==> src/rtl/change_dispenser_pkg.sv <==
// Shared types and constants for the change dispenser.
// Optional coin10 inventory is enabled with CHANGE_DISPENSER_INV_EN.
package change_dispenser_pkg;

   typedef enum logic [1:0] {
      IDLE,
      PULSE,
      GAP,
      DONE
   } cd_state_t;

   // Coin values expressed in nickels
   localparam int unsigned NICKEL_5  = 1;
   localparam int unsigned NICKEL_10 = 2;

   // Counter width able to hold the larger of the two (cycles - 1) load values
   function automatic int unsigned cd_cnt_w(input int unsigned a, input int unsigned b);
      int unsigned m;
      m = (a > b) ? a : b;
      return (m < 2) ? 1 : $clog2(m);
   endfunction

endpackage

==> src/rtl/cd_pulse_timer.sv <==
// Loadable down-counter timing both the coin pulse and the gap after it.
// expire is high on the last cycle of the loaded interval.
module cd_pulse_timer #(
   parameter int unsigned CNT_W = 2
) (
   input  logic             clk,
   input  logic             reset,
   input  logic             load,
   input  logic [CNT_W-1:0] load_val,
   output logic             expire
);

   logic [CNT_W-1:0] cnt_q, cnt_d;

   // Load wins; otherwise count down and rest at zero
   always_comb begin
      cnt_d = cnt_q;
      if (load)
         cnt_d = load_val;
      else if (cnt_q != '0)
         cnt_d = cnt_q - CNT_W'(1);
   end

   // Counter register
   always_ff @(posedge clk) begin
      if (!reset)
         cnt_q <= '0;
      else
         cnt_q <= cnt_d;
   end

   assign expire = (cnt_q == '0);

endmodule

==> src/rtl/change_dispenser.sv <==
// Change-return transmitter: converts a refund in nickels into timed
// coin10/coin5 pulses, largest coin first, then a one-cycle done.
// Define CHANGE_DISPENSER_INV_EN to add a finite coin10 stock with refill/low10.
module change_dispenser
   import change_dispenser_pkg::*;
#(
   parameter int unsigned AMT_W      = 6,
   parameter int unsigned PULSE_CYC  = 2,
   parameter int unsigned GAP_CYC    = 2
`ifdef CHANGE_DISPENSER_INV_EN
   ,
   parameter int unsigned INV10_INIT = 8
`endif
) (
   input  logic             clk,
   input  logic             reset,
   input  logic             req,
   input  logic [AMT_W-1:0] amount,
`ifdef CHANGE_DISPENSER_INV_EN
   input  logic             refill,
   output logic             low10,
`endif
   output logic             busy,
   output logic             done,
   output logic             coin10,
   output logic             coin5
);

   localparam int unsigned      CNT_W    = cd_cnt_w(PULSE_CYC, GAP_CYC);
   localparam logic [CNT_W-1:0] PULSE_LD = CNT_W'(PULSE_CYC - 1);
   localparam logic [CNT_W-1:0] GAP_LD   = CNT_W'(GAP_CYC - 1);
   localparam logic [AMT_W-1:0] AMT_5    = AMT_W'(NICKEL_5);
   localparam logic [AMT_W-1:0] AMT_10   = AMT_W'(NICKEL_10);

   cd_state_t        state_q, state_d;
   logic [AMT_W-1:0] rem_q, rem_d;
   logic             busy_q, busy_d;
   logic             done_q, done_d;
   logic             coin10_q, coin10_d;
   logic             coin5_q, coin5_d;

   logic             tmr_load;
   logic [CNT_W-1:0] tmr_val;
   logic             tmr_expire;
   logic             start_coin;
   logic             stock_ok;
   logic [AMT_W-1:0] cur_amt;

   cd_pulse_timer #(.CNT_W(CNT_W)) u_timer (
      .clk      (clk),
      .reset    (reset),
      .load     (tmr_load),
      .load_val (tmr_val),
      .expire   (tmr_expire)
   );

   // The first coin is chosen from the incoming amount, later ones from rem
   assign cur_amt = (state_q == IDLE) ? amount : rem_q;

   // Next-state and next-output logic; coin choice shared by IDLE and GAP
   always_comb begin
      state_d    = state_q;
      rem_d      = rem_q;
      busy_d     = busy_q;
      done_d     = 1'b0;
      coin10_d   = coin10_q;
      coin5_d    = coin5_q;
      tmr_load   = 1'b0;
      tmr_val    = PULSE_LD;
      start_coin = 1'b0;
      case (state_q)
         IDLE: begin
            busy_d   = 1'b0;
            coin10_d = 1'b0;
            coin5_d  = 1'b0;
            if (req) begin
               busy_d = 1'b1;
               rem_d  = amount;
               if (amount == '0) begin
                  state_d = DONE;
                  done_d  = 1'b1;
               end else begin
                  start_coin = 1'b1;
               end
            end
         end
         PULSE: begin
            if (tmr_expire) begin
               state_d  = GAP;
               coin10_d = 1'b0;
               coin5_d  = 1'b0;
               tmr_load = 1'b1;
               tmr_val  = GAP_LD;
            end
         end
         GAP: begin
            if (tmr_expire) begin
               if (rem_q != '0) begin
                  start_coin = 1'b1;
               end else begin
                  state_d = DONE;
                  done_d  = 1'b1;
               end
            end
         end
         DONE: begin
            state_d = IDLE;
            busy_d  = 1'b0;
         end
         default: state_d = IDLE;
      endcase

      if (start_coin) begin
         state_d  = PULSE;
         tmr_load = 1'b1;
         tmr_val  = PULSE_LD;
         if (cur_amt >= AMT_10 && stock_ok) begin
            coin10_d = 1'b1;
            rem_d    = cur_amt - AMT_10;
         end else begin
            coin5_d  = 1'b1;
            rem_d    = cur_amt - AMT_5;
         end
      end
   end

   // FSM state and registered outputs; reset abandons any refund in flight
   always_ff @(posedge clk) begin
      if (!reset) begin
         state_q  <= IDLE;
         rem_q    <= '0;
         busy_q   <= 1'b0;
         done_q   <= 1'b0;
         coin10_q <= 1'b0;
         coin5_q  <= 1'b0;
      end else begin
         state_q  <= state_d;
         rem_q    <= rem_d;
         busy_q   <= busy_d;
         done_q   <= done_d;
         coin10_q <= coin10_d;
         coin5_q  <= coin5_d;
      end
   end

   assign busy   = busy_q;
   assign done   = done_q;
   assign coin10 = coin10_q;
   assign coin5  = coin5_q;

`ifdef CHANGE_DISPENSER_INV_EN
   localparam int unsigned INV_W = (INV10_INIT < 2) ? 1 : $clog2(INV10_INIT + 1);

   logic [INV_W-1:0] stock_q, stock_d;
   logic             low10_q;

   assign stock_ok = (stock_q != '0);

   // Stock tracks coin10 pulse starts; a refill overrides a same-cycle take
   always_comb begin
      stock_d = stock_q;
      if (refill)
         stock_d = INV_W'(INV10_INIT);
      else if (start_coin && coin10_d)
         stock_d = stock_q - INV_W'(1);
   end

   // Stock register and its registered empty flag
   always_ff @(posedge clk) begin
      if (!reset) begin
         stock_q <= INV_W'(INV10_INIT);
         low10_q <= 1'b0;
      end else begin
         stock_q <= stock_d;
         low10_q <= (stock_d == '0);
      end
   end

   assign low10 = low10_q;
`else
   assign stock_ok = 1'b1;
`endif

endmodule

==> config.mk <==
export PLATFORM = sky130hd
export DESIGN_NAME = change_dispenser
export DESIGN_NICKNAME = d
export VERILOG_FILES = /design/src/rtl/change_dispenser_pkg.sv /design/src/rtl/cd_pulse_timer.sv /design/src/rtl/change_dispenser.sv
export SDC_FILE = /design/constraint.sdc
export NUM_CORES = 1
export LEC_CHECK = 0
export CAP_MARGIN = 20
export CORE_MARGIN = 2
export CORE_UTILIZATION = 55
export DETAILED_ROUTE_END_ITERATION = 6
export PLACE_DENSITY_LB_ADDON = 0.2
export SYNTH_ARGS = -nofsm -noshare
export SYNTH_HDL_FRONTEND = slang
export SYNTH_HIERARCHICAL = 1
export SYNTH_SLANG_ARGS = --single-unit
==> constraint.sdc <==
create_clock -name clk -period 3.4 [get_ports clk]
set_input_delay 0.85 -clock clk [delete_from_list [all_inputs] [get_ports clk]]
set_output_delay 0.85 -clock clk [all_outputs]
set_load 0.02 [all_outputs]
==> implementation parameters, run 1 <==
Parameter                              Value

Route
  Via-to-Cell Ratio ... 6.13
  Remaining antenna violation count ... 0
  DR iter-0 viols ... 34
  Total via count after detailed routing ... 834
  First-pass DRT Iterations ... 4
  Routed wirelength normalized by instance count ... 15.7 um
  Number of remaining DRC errors ... 0
  Post-detailed-routing wire length ... 2140 um

Worst setup path
  Slowest cell on the critical path ... ha_1
  Data required time at the worst endpoint ... 3570 ps
  Arrival time reported for the critical path endpoint ... 2720 ps
  Cells traversed along the worst timing path ... inv_1, ha_1, buf_4, mux2_2, inv_1, ha_1, nand2_1, a211o_1, nor3_1, nor3b_2
  Biggest fanout along the worst timing path ... 10
  Number of buffer and inverter stages on the critical path ... 3
  Element type at the critical path end ... register
  Type of element launching the critical path ... register
  Cell family contributing the most delay on the critical path ... adder cells
  Worst setup path class ... register to register
  Slowest stage delay, CP ... 450 ps

STA
  Max-slew violation count ... 0
  Clock Skews ... 4.96 ps
  Fraction of the cycle the final worst path needs ... 0.750
  Slack of the critical path ... 850 ps
  Final worst path period need ... 2550 ps
  Relative slew slack ... 0.646
  Setup TNS after final layout ... 0 ps
  Number of failing hold endpoints at the final stage ... 0
  Number of endpoints failing setup at the final stage ... 0
  Fmax ... 0.392 GHz
  RSZ-0062 raised after global routing ... no
  Transition at the pin with the smallest max-transition slack ... 529 ps

Synth
  Number of instances in the synthesized netlist ... 105
  Dominant combinational cell family by area after synthesis ... simple AND/OR/NAND/NOR gates
  Ys flop type ... dfxtp_1
  YS warnings ... 6
  Simple-gate area share of the yosys netlist ... 0.247
  Post-Synthesis Net Count ... 122
  Number of flops mapped to enable cells by yosys ... 0
  Proportion of synthesized chip area in sequential cells ... 0.278
  Share of the synthesized netlist area taken by xor and xnor gates ... 0.00935
  Cell taking the most area after synthesis ... dfxtp_1
  Post-synth cell types ... 36
  Top cells by area, synth ... dfxtp_1 28%, ha_1 11%, mux2i_1 7.5%
  Synthesized-area fraction occupied by ao, oa, aoi and oai cells ... 0.180
  Async set-reset flop share out of synthesis ... 0
  Syn Area/Cell ... 8.93 um2
  Register bit count reported by yosys ... 13
  Post-synthesis instance area ... 937 um2
  Post-Synth Adder-Cell Area ... 0.107
  Yosys top cell area share ... 0.278
  Multiplexer share of the synthesized area ... 0.115

Place
  Final HPWL DP ... 1660 um
  IO Port Bufs ... 12
  Worst setup timing slack at the placement stage ... 597 ps
  Gpl congestion ... 0.904

GRT
  Maximum number of pins on one net before global-route repair ... 11
  First-pass GRT wire length ... 3480 um
  Initial antenna violation count ... 0
  Total congestion overflow after global routing ... 0
  Vias in the first global route ... 788
  Total Routing Usage GR ... 0.231

Clock network
  Number of CTS-inserted buffers ... 3
  Clock tree root buffer cell ... clkbuf_4
  Hold_buf cts ... 0
  CTS clock-pin slew for the worst setup and hold paths ... 90 ps
  Maximum level of the CTS H-tree ... 1
  Buffers from clock root to sink, at most ... 2
  Count of buffers added by post-CTS timing repair for setup ... 0
  Clock insertion delay at the later pin of the skew report ... 270 ps
  Post-CTS resize count ... 0
  # clock sinks ... 13
  CTS tree ... built

Die
  Y dimension of the die ... 45.3 um
  Ports placed on the boundary ... 13
  Full die area ... 0.00205 mm2
  Initial core utilization ... 0.601
  Chip width ... 45.3 um
  Row count ... 14
  Floorplan core area ... 0.00156 mm2

Final layout
  Layout cells sized above 1 ... 0.142
  Number of inserted filler cells in the final layout ... 124
  Final antenna diode count ... 0
  Most frequent cells in the layout ... 13 x dfxtp_1, 12 x clkdlybuf4s50_1, 11 x nor2_1
  Net count of the finished layout ... 138
  Most common library cell in the layout ignoring fill and taps ... dfxtp_1
  Relative area change from synthesis to final layout ... 15.8%

Power and ir drop
  Portion of total power attributed to combinational logic ... 0.661
  Worst supply voltage drop on vdd ... 0.573 mV
  Internal Dissipation ... 0.550 mW
  Part of the total power dissipated in sequential elements ... 0.247
  Reported leakage power ... 0.456 nW
  Pwr dens ... 970 mW/mm2
  Switching component of the power ... 0.502 mW
  Switching share of power ... 0.477
  Clock Power Share ... 0.092

Status
  Result of the run ... complete, no violations

Run
  Maxcap violations ... 0

Hold path
  Hold WC Path Type ... register to register
==> cells by family (layout without fill, tap and decap cells) <==
| logic type | after synthesis | count (layout) |
|---|---|---|
| AO/OA/AOI/OAI | 21 | 21 |
| multiplexers | 10 | 10 |
| AND/OR/NAND/NOR | 41 | 41 |
| flip-flops | 13 | 13 |
| other | 1 | 1 |
| XOR/XNOR | 1 | 1 |
| buffers and inverters | 10 | 25 |
| adder cells (fa/ha/maj) | 8 | 8 |
==> sequential cells by signal (all words and copies together), names as in the netlist <==
signal	cells
coin10	1
busy	1
u_timer/cnt_q	1
done	1
state_q	2
rem_q	6
coin5	1
==> tightest hold or removal path, stage by stage (launching register included) <==
cell	delay, ps
dfxtp_1	340
a21oi_1	60
nor2_1	70
==> area by class of cell <==
| class | count | area (um2) | share of cell area |
|---|---|---|---|
| flip-flops and latches | 13 | 260 | 0.240 |
| clock buffers | 4 | 26.3 | 0.0242 |
| well taps | 16 | 20.0 | 0.0185 |
| multi-input cells | 82 | 621 | 0.572 |
| inverters | 8 | 30.0 | 0.0277 |
| repair buffers | 13 | 128 | 0.118 |
==> power groups by stage <==
stage / Sequential, mW / Combinational [mW] / Clock (mW)
global route: 0.267 / 0.765 / 0.106
CTS: 0.260 / 0.689 / 0.0969
floorplan: 0.264 / 0.560 / 0
global placement: 0.259 / 0.668 / 0
detailed placement: 0.264 / 0.686 / 0
finish: 0.260 / 0.696 / 0.0966
==> path summary, 6_finish.rpt <==
| path | start | end | slack [ps] | cells past startpoint |
|---|---|---|---|---|
| setup reg to reg | state_q[1] | rem_q[5] | 850 | 10 |
| hold reg to reg | busy | busy | 510 | 2 |
| setup / recovery | state_q[1] | rem_q[5] | 850 | 10 |
| hold / removal | busy | busy | 510 | 2 |
==> layer usage <==
| metal | global-route usage | wire, um | vias to the layer above |
|---|---|---|---|
| li1 | - | - | 415 |
| met5 | 0 | 0 | - |
| met2 | 0.391 | 1050 | 19 |
| met1 | 0.311 | 1010 | 398 |
| met3 | 0.0360 | 67 | 2 |
| met4 | 0.0412 | 13 | 0 |
==> metrics by stage <==
stage               cells  cell area (um2)  utilization  hold WS (ps)  power, mW
CTS                   136             1080        0.696           515       1.05
finish                136             1080        0.696           508       1.05
detailed placement    132             1060        0.679           497      0.950
global placement      132             1060        0.679           471      0.927
floorplan             105              937            -           470      0.824
global route          136             1080        0.696           542       1.14
==> cell usage after synthesis (3+ instances only) <==
cell type and n:
a21oi_1 6, dfxtp_1 13, ha_1 8, inv_1 7
mux2i_1 7, nand2_1 6, nand3_1 5, nand4_1 3
nor2_1 11, nor3_1 5, nor3_2 3
(Power assumes the default switching activity.)
==> run 2: changes to the inputs <==
--- a/config.mk
+++ b/config.mk
@@ -7,7 +7,7 @@
 export LEC_CHECK = 0
 export CAP_MARGIN = 20
 export CORE_MARGIN = 2
-export CORE_UTILIZATION = 55
+export CORE_UTILIZATION = 53
 export DETAILED_ROUTE_END_ITERATION = 6
 export PLACE_DENSITY_LB_ADDON = 0.2
 export SYNTH_ARGS = -nofsm -noshare
==> constraint.sdc (replaced) <==
create_clock -name clk -period 2.35 [get_ports clk]
set_input_delay 0.5875 -clock clk [delete_from_list [all_inputs] [get_ports clk]]
set_output_delay 0.5875 -clock clk [all_outputs]
set_load 0.02 [all_outputs]
==> run 2 against run 1 <==
  * Final cell count is 4.4% higher
  * Global-route usage fell by 1.1 points
  * Critical path depth is 1 lower
  * Count of clock-buffer cells in the layout unchanged
  * Setup slack worse by 650 ps
  * Clock power grew 55%
  * Sequential share of layout area is 0.83 points lower
  * Clock skew rose by 5.7 ps
  * Cell area up 3.6%
  * Power up 50%
  * Largest power group unchanged
  * Highest routed layer unchanged
==> implementation parameters, run 2 (synthesis gave the netlist of run 1 again) <==
Parameter                              Value

GRT
  M3 GR Usage ... 0.0235 (-0.0125)
  First-pass GRT wire length ... 3310 um (-4.9%)
  Total Routing Usage GR ... 0.220 (-0.0107)
  Top Usage Layer GRT ... met2
  Maximum number of pins on one net before global-route repair ... 11 (unchanged)
  Vias in the first global route ... 778 (-1.3%)
  Initial antenna violation count ... 0 (unchanged)
  Met2 Track Usage GR ... 0.333 (-0.0581)
  Total congestion overflow after global routing ... 0 (unchanged)
  Met1 routing resource usage after global routing ... 0.299 (-0.0126)

Final layout
  Non-filler cells, final ... 142 (+4.4%)
  Leading registers by flop count ... rem_q: 6 flops, state_q: 2 flops
  Net count of the finished layout ... 143 (+3.6%)
  Relative area change from synthesis to final layout ... 19.9%
  Layout cells sized above 1 ... 0.176 (+0.0343)
  Post-layout utilization of the core ... 0.665 (-0.0306)
  Number of inserted filler cells in the final layout ... 147 (+19%)
  Most common library cell in the layout ignoring fill and taps ... dfxtp_1
  Final antenna diode count ... 0 (unchanged)
  Most frequent cells in the layout ... 13 x dfxtp_1, 12 x clkdlybuf4s50_1, 11 x nor2_1
  Register name with the most flops ... rem_q
  Flip-flop count of the largest register, all copies and words added ... 6 (unchanged)

Place
  Worst setup timing slack at the placement stage ... -13.9 ps (-611 ps)
  Cell count after placement ... 138 (+4.5%)
  Gpl congestion ... 0.865 (-4.3%)
  Final HPWL DP ... 1570 um (-5.6%)
  IO Port Bufs ... 12 (unchanged)

Clock network
  Clock tree root buffer cell ... clkbuf_4
  # clock sinks ... 13 (unchanged)
  Buffers from clock root to sink, at most ... 2 (unchanged)
  CTS tree ... built
  Count of buffers added by post-CTS timing repair for setup ... 0 (unchanged)
  Clock insertion delay at the later pin of the skew report ... 290 ps (+20 ps)
  Number of CTS-inserted buffers ... 3 (unchanged)
  Maximum level of the CTS H-tree ... 1 (unchanged)
  CTS clock-pin slew for the worst setup and hold paths ... 90 ps (about the same)
  Hold_buf cts ... 0 (unchanged)
  Post-CTS resize count ... 0 (unchanged)

Route
  Post-detailed-routing wire length ... 2070 um (-3.0%)
  Routed wirelength normalized by instance count ... 14.6 um (-7.1%)
  First-pass DRT Iterations ... 4 (unchanged)
  Number of remaining DRC errors ... 0 (unchanged)
  Remaining antenna violation count ... 0 (unchanged)
  Via-to-Cell Ratio ... 6.01 (-2.0%)
  Total via count after detailed routing ... 853 (+2.3%)
  DR iter-0 viols ... 18 (-47%)

Power and ir drop
  Total power draw ... 1.57 mW (+50%)
  Worst supply voltage drop on vdd ... 0.740 mV (+29%)
  Reported leakage power ... 0.479 nW (+5.1%)
  Pwr dens ... 1400 mW/mm2 (+44%)

Worst setup path
  Type of element launching the critical path ... register
  Worst setup path class ... register to register
  Slowest stage delay, CP ... 350 ps (-100 ps)
  Cells traversed along the worst timing path ... inv_1, ha_1, buf_4, mux2i_1, ha_1, nand2_1, a211o_1, nor3_1, nor3b_2
  Arrival time reported for the critical path endpoint ... 2340 ps (-380 ps)
  Slowest cell on the critical path ... dfxtp_1
  Element type at the critical path end ... register
  Data required time at the worst endpoint ... 2540 ps (-1030 ps)
  Biggest fanout along the worst timing path ... 5 (-5)
  Most used cell along the critical path ... ha_1

STA
  Fmax ... 0.465 GHz (+19%)
  Setup TNS after final layout ... 0 ps (unchanged)
  Clock Skews ... 10.6 ps (+5.65 ps)
  Number of endpoints failing setup at the final stage ... 0 (unchanged)
  Final worst path period need ... 2150 ps (-400 ps)
  Slack of the critical path ... 201 ps (-650 ps)
  Fraction of the cycle the final worst path needs ... 0.915 (+0.165)
  Max-slew violation count ... 0 (unchanged)
  Number of failing hold endpoints at the final stage ... 0 (unchanged)
  RSZ-0062 raised after global routing ... no

Run
  Maxcap violations ... 0 (unchanged)

Status
  Result of the run ... complete, no violations

Die
  Ports placed on the boundary ... 13 (unchanged)
  Row count ... 15 (+1)
  Y dimension of the die ... 46.1 um (+1.7%)
  Chip width ... 46.1 um (+1.7%)
  Floorplan core area ... 0.00169 mm2 (+8.3%)
  Initial core utilization ... 0.555 (-0.0463)
  Full die area ... 0.00212 mm2 (+3.4%)

Hold path
  Hold WC Path Type ... register to register
[run 2: cell count changes in the layout (fill, tap and decap cells not counted)]
cell / before / now
buf_4: 1 / 6
[run 2: critical path: cells and delay by family (launching register included)]
| family | cells | cell delay [ps] |
|---|---|---|
| simple gates | 3 | 320 |
| fa+ha+maj | 2 | 480 |
| compound gates | 1 | 290 |
| flops | 1 | 350 |
| mux | 1 | 270 |
| buf+inv | 2 | 330 |
[run 2: path summary, 6_finish.rpt]
check / startpoint / to / slack (ps) / cells after the start
setup reg to reg: state_q[1] / rem_q[5] / 200 / 9
hold reg to reg: coin10 / coin10 / 490 / 2
setup / recovery: state_q[1] / rem_q[5] / 200 / 9
hold / removal: coin10 / coin10 / 490 / 2
[run 2: per-stage QoR]
stage	area (um2)	hold WS (ps)
final	1120	494
after global routing	1120	526
after CTS	1120	506
after detailed placement	1100	486
after global placement	1100	471
after floorplan	937	470
[run 2: per-layer routing]
metal	vias up	part of all wire	routed length, um
li1	423	-	-
met1	407	0.50	1030
met2	18	0.45	927
met3	5	0.036	75
met4	0	0.020	41
met5	-	0	0
[run 2: where the power goes]
group          total (mW)  switching (mW)  internal (mW)
combinational        1.05           0.580          0.473
sequential          0.371          0.0688          0.302
clock               0.150          0.0842         0.0660
total                1.57           0.733          0.841
[run 2: area by class of cell]
class	instances	area, um2	share of cell area
Timing Repair Buffer	18	165	0.147
Tap cell	17	21.3	0.0189
Clock buffer	4	26.3	0.0234
Inverter	8	30.0	0.0267
Sequential cell	13	260	0.232
Multi-Input combinational cell	82	621	0.552
==> run 3: changes to the inputs <==
--- a/config.mk
+++ b/config.mk
@@ -5,7 +5,6 @@
 export SDC_FILE = /design/constraint.sdc
 export NUM_CORES = 1
 export LEC_CHECK = 0
-export CAP_MARGIN = 20
 export CORE_MARGIN = 2
 export CORE_UTILIZATION = 53
 export DETAILED_ROUTE_END_ITERATION = 6
==> results of run 3 <==
The final DEF is identical to that of run 2; final timing and power are the same.
